==> src/rtl/tamagotchi_need_fsm.sv <==
// Pet-state engine: N saturating need levels decaying on a shared prescaled tick,
// replenished by button presses, with a mood FSM driven by the lowest level.
module tamagotchi_need_fsm #(
  parameter int NUM_NEEDS   = 4,
  parameter int LVL_W       = 3,
  parameter int STEP        = 2,
  parameter int DECAY_DIV   = 50_000_000,
  parameter int TEST_DIV    = 5_000_000,
  parameter int HI_TH       = 5,
  parameter int LO_TH       = 3,
  parameter int DEATH_TICKS = 3,
  localparam int IDX_W      = (NUM_NEEDS > 1) ? $clog2(NUM_NEEDS) : 1
) (
  input  logic                       clk,
  input  logic                       btn_reset,
  input  logic                       btn_test,
  input  logic [NUM_NEEDS-1:0]       btn_need,
  output logic [NUM_NEEDS*LVL_W-1:0] levels,
  output logic [IDX_W-1:0]           worst_need,
  output logic [2:0]                 display_out,
  output logic                       test_mode,
  output logic                       decay_tick
);

  localparam int PRE_W = $clog2(DECAY_DIV);
  localparam int CNT_W = $clog2(DEATH_TICKS + 1);
  localparam logic [PRE_W-1:0] DECAY_LAST = PRE_W'(DECAY_DIV - 1);
  localparam logic [PRE_W-1:0] TEST_LAST  = PRE_W'(TEST_DIV - 1);
  localparam logic [LVL_W-1:0] LVL_MAX    = {LVL_W{1'b1}};

  typedef enum logic [2:0] {
    ST_HAPPY = 3'd0,
    ST_OK    = 3'd1,
    ST_NEEDY = 3'd2,
    ST_CRIT  = 3'd3,
    ST_DEAD  = 3'd4
  } mood_e;

  logic [NUM_NEEDS-1:0] btn_q;
  logic                 btn_test_q;
  logic [NUM_NEEDS-1:0] press;
  logic                 test_edge;
  logic                 test_mode_q, test_mode_d;
  logic [PRE_W-1:0]     presc_q, presc_d;
  logic [PRE_W-1:0]     presc_last;
  logic                 tick;
  mood_e                state_q, state_d;
  mood_e                level_mood;
  logic [CNT_W-1:0]     death_q, death_d;
  logic [IDX_W-1:0]     worst_q, worst_d;
  logic [LVL_W-1:0]     min_lvl;

  assign press     = btn_need & ~btn_q;
  assign test_edge = btn_test & ~btn_test_q;

  always_ff @(posedge clk) begin
    if (btn_reset) begin
      btn_q       <= '0;
      btn_test_q  <= 1'b0;
      test_mode_q <= 1'b0;
      presc_q     <= '0;
    end else begin
      btn_q       <= btn_need;
      btn_test_q  <= btn_test;
      test_mode_q <= test_mode_d;
      presc_q     <= presc_d;
    end
  end

  // A mode toggle restarts the prescaler and swallows any tick due that cycle.
  always_comb begin
    presc_last  = test_mode_q ? TEST_LAST : DECAY_LAST;
    test_mode_d = test_mode_q;
    presc_d     = presc_q + PRE_W'(1);
    tick        = 1'b0;
    if (test_edge) begin
      test_mode_d = ~test_mode_q;
      presc_d     = '0;
    end else if (presc_q == presc_last) begin
      presc_d = '0;
      tick    = 1'b1;
    end
  end

  for (genvar gi = 0; gi < NUM_NEEDS; gi++) begin : g_need
    logic [LVL_W-1:0] level_q, level_d;
    logic [LVL_W:0]   sum;

    always_comb begin
      sum = {1'b0, level_q};
      if (press[gi]) sum = sum + (LVL_W + 1)'(STEP);
      if (tick && (sum != '0)) sum = sum - (LVL_W + 1)'(1);
      level_d = (sum > {1'b0, LVL_MAX}) ? LVL_MAX : sum[LVL_W-1:0];
      if (state_q == ST_DEAD) level_d = level_q;
    end

    always_ff @(posedge clk) begin
      if (btn_reset) level_q <= LVL_MAX;
      else           level_q <= level_d;
    end

    assign levels[gi*LVL_W +: LVL_W] = level_q;
  end

  // Strict less-than keeps the lowest index on ties.
  always_comb begin
    min_lvl = levels[LVL_W-1:0];
    worst_d = '0;
    for (int i = 1; i < NUM_NEEDS; i++) begin
      if (levels[i*LVL_W +: LVL_W] < min_lvl) begin
        min_lvl = levels[i*LVL_W +: LVL_W];
        worst_d = IDX_W'(i);
      end
    end
  end

  always_comb begin
    if (min_lvl >= LVL_W'(HI_TH))      level_mood = ST_HAPPY;
    else if (min_lvl >= LVL_W'(LO_TH)) level_mood = ST_OK;
    else if (min_lvl != '0)            level_mood = ST_NEEDY;
    else                               level_mood = ST_CRIT;
  end

  always_ff @(posedge clk) begin
    if (btn_reset) begin
      state_q <= ST_HAPPY;
      death_q <= '0;
      worst_q <= '0;
    end else begin
      state_q <= state_d;
      death_q <= death_d;
      worst_q <= worst_d;
    end
  end

  always_comb begin
    state_d = level_mood;
    death_d = '0;
    if (state_q == ST_DEAD) begin
      state_d = ST_DEAD;
      death_d = death_q;
    end else if (level_mood == ST_CRIT) begin
      death_d = death_q;
      if (tick) begin
        death_d = death_q + CNT_W'(1);
        if (death_d == CNT_W'(DEATH_TICKS)) state_d = ST_DEAD;
      end
    end
  end

  always_comb begin
    display_out = state_q;
    worst_need  = worst_q;
    test_mode   = test_mode_q;
    decay_tick  = tick;
  end

endmodule

==> config.mk <==
export PLATFORM = sky130hd
export DESIGN_NAME = tamagotchi_need_fsm
export DESIGN_NICKNAME = d
export VERILOG_FILES = /design/src/rtl/tamagotchi_need_fsm.sv
export SDC_FILE = /design/constraint.sdc
export NUM_CORES = 1
export LEC_CHECK = 0
export BUFFER_PORTS_ARGS = -buffer_cell sky130_fd_sc_hd__buf_2
export CAP_MARGIN = 20
export CORE_MARGIN = 2
export CORE_UTILIZATION = 55
export DETAILED_ROUTE_END_ITERATION = 16
export PLACE_DENSITY = 0.71
export SETUP_SLACK_MARGIN = 0.05
export SYNTH_ARGS = -nofsm -noshare
export SYNTH_HDL_FRONTEND = slang
export SYNTH_SLANG_ARGS = --single-unit
export TNS_END_PERCENT = 30
==> constraint.sdc <==
create_clock -name clk -period 5.85 [get_ports clk]
set_clock_uncertainty 0.15 [all_clocks]
set_input_delay 1.4625 -clock clk [delete_from_list [all_inputs] [get_ports clk]]
set_output_delay 1.4625 -clock clk [all_outputs]
set_load 0.01 [all_outputs]
==> results.cfg <==
[synth]
synth_top_family_by_area = simple AND/OR/NAND/NOR gates
synthFlopType = dfxtp_1
netlist_instances = 392
synthMuxAreaShare = 0.0175
ys_types = 49
synthArstFlopShare = 0
ys_seq_area_frac = 0.332
netlist_area_mm2 = 0.00308
synth_area_leaders = dfxtp_1 33%, ha_1 6.9%, nor2_1 6.2%, xor2_1 6.0%, xnor2_1 4.6%
yosys_warnings = 0
ys_seq_elements = 51
syn_area_per_cell_um2 = 7.86
synth_fa_ha_area_frac = 0.0691
synthSimpleGateAreaFrac = 0.272
synth_compound_area_frac = 0.157
yosys.area.top_type_share = 0.332
yosys.area.top_type = dfxtp_1
synth_edf_count = 0
synth_xor_area_frac = 0.105
synth_nets = 416

[die]
fp-row-count = 27
core_region_area_mm2 = 0.00547
io-pin-count = 26
fp.dieH_um = 78.8
dieArea_mm2 = 0.00621
fp.dieW_um = 78.8
initial_core_util = 0.563

[global_routing]
grt_overflow = 0
antenna_found_initial = 0
grt_pass1_vias = 2594
grt_usage = 0.219
grt_max_degree = 27
grt_pass1_wl_um = 11100

[routing]
drt_iter0_markers = 143
wl_per_cell_um = 12.9
vias = 2694
drt-total-wl_um = 6210
drc = 0
ant_nets = 0
dr.pass1.iters = 4
vias_per_cell = 5.61

[finish]
finalNonFillerCells = 480
area_growth_pct = 8.45
fin_area_mm2 = 0.00334
num_antenna_cells = 0
drive_gt1_frac = 0.0980
fin_nets = 431

[cts]
ctsLongestPathBuffers = 2
root_buffer = clkbuf_8
path_clk_slew_ns = 0.08
cts_tree = yes
hold_buffers = 0
cts_num_sinks = 51
insertion_delay_ns = 0.30
cts_resized = 0
numCtsBuffers = 5
post_cts_buffers = 0
htreeDepth = 2

[setup_path]
cp.required_ns = 4.24
start_kind = primary input
critPathKind = in2out
crit_fanout = 24
worstSetupEndpointType = primary output
rrSetupSlack_ns = 2.35
arrival_ns = 2.34

[place]
dp_cells = 472
place_area_mm2 = 0.00324
dp_hpwl_um = 4490
gp_congestion = 0.905
io_buffers = 25

[timing]
max_freq_mhz = 253
finalSetupTns_ns = 0
period_minus_slack_ns = 3.95
fin_crit_sh = 0.675
whs_ns = 0.316
slew_headroom = 0.476
rsz0062_at_grt = no
hold_violations = 0
setup-violations-final = 0
worst_slew_pin_slew_ns = 0.780
drv_slew = 0

[power_and_ir_drop]
irDropWorstVdd_v = 0.000127
leakagePower_nw = 1.31
pwr_density_cell_mw_per_mm2 = 221

[worst_hold_path]
hold_class = reg2reg

[run]
maxCapViolations = 0

[run_status]
run_status = finished clean
==> worst paths after layout <==
check | start | endpoint | cells after the start
min | presc_q[0]$_SDFF_PP0_ | presc_q[0]$_SDFF_PP0_ | 1
max | btn_test | decay_tick | 5
min reg2reg | presc_q[0]$_SDFF_PP0_ | presc_q[0]$_SDFF_PP0_ | 1
max reg2reg | g_need[0].level_q[1]$_SDFFE_PP1N_ | death_q[1]$_SDFFE_PP0P_ | 10
==> per-layer routing <==
metal | vias to the layer above | part of all wire | GRT usage
met5 | - | 0 | 0
met4 | 0 | 0.020 | 0.0897
met3 | 10 | 0.036 | 0.0420
met2 | 46 | 0.47 | 0.387
met1 | 1240 | 0.47 | 0.262
li1 | 1398 | - | -
==> sequential cells by signal (all words and copies together), names as in the netlist <==
register	count
btn_q	4
test_mode	1
btn_test_q	1
worst_need	2
death_q	2
g_need.level_q	12
presc_q	26
display_out	3
==> cells by family after synthesis <==
| family | count (synthesis) |
|---|---|
| AOI/OAI and AO/OA | 75 |
| xor gates and xnor gates | 37 |
| adders and majority gates | 17 |
| buffers and inverters | 38 |
| DFF | 51 |
| muxes | 5 |
| and+or+nand+nor | 169 |
==> cell type report <==
| class | instances | area [um^2] |
|---|---|---|
| well taps | 72 | 90.1 |
| inverters | 19 | 71.3 |
| multi-input cells | 303 | 1920 |
| repair buffers | 27 | 140 |
| flip-flops and latches | 51 | 1020 |
| fillers | 508 | 2130 |
| clock buffers | 8 | 100 |
==> layout by cell type (no fill, tap or decap), types with 3 or more instances in the layout <==
cell type   n
a21o_1      3
a21oi_1    24
a31oi_1    11
and2_1      3
and3_1     11
buf_2      25
clkbuf_8    7
dfxtp_1    51
ha_1       17
inv_1      19
mux2i_1     4
nand2_1    35
nand2b_1    7
nand3_1    22
nand4_1     7
nor2_1     51
nor2b_1    11
nor3_1      7
o21ai_0    11
o22ai_1     5
o31ai_1     3
xnor2_1    16
xor2_1     21
==> cells in the mapped netlist (2+ instances only) <==
library cell and instances:
dfxtp_1 51, nor2_1 51, nand2_1 35, a21oi_1 24
nand3_1 22, xor2_1 21, inv_1 19, ha_1 17
clkbuf_1 16, xnor2_1 16, a31oi_1 11, and3_1 11
nor2b_1 11, o21ai_0 11, nor3_1 8, nand2b_1 7
nand4_1 7, o22ai_1 5, mux2i_1 4, a21o_1 3
and2_1 3, buf_2 3, o31ai_1 3, a2111oi_0 2
nand3b_1 2, nor4bb_1 2, o311ai_0 2, o311ai_1 2
or3_1 2, or4b_1 2
==> per-stage QoR <==
stage | worst slack (ns) | util | total power [mW]
2_1_floorplan | 1.88 | - | 0.495
3_3_place_gp | 1.91 | 0.592 | 0.524
3_5_place_dp | 1.91 | 0.592 | 0.527
4_1_cts | 1.90 | 0.610 | 0.747
5_1_grt | 1.80 | 0.610 | 0.783
6_report | 1.90 | 0.610 | 0.739
==> report_power, final <==
group / internal [mW] / switching (mW) / total [mW]
registers: 0.360 / 0.0172 / 0.377
clock network: 0.108 / 0.110 / 0.218
logic: 0.0626 / 0.0808 / 0.143
total: 0.531 / 0.208 / 0.739
==> critical path: stages <==
cell and delay [ns]:
buf_2 0.10, nor2b_1 0.16, nor3_2 0.17, buf_4 0.26
buf_2 0.17
(Power assumes the default switching activity.)
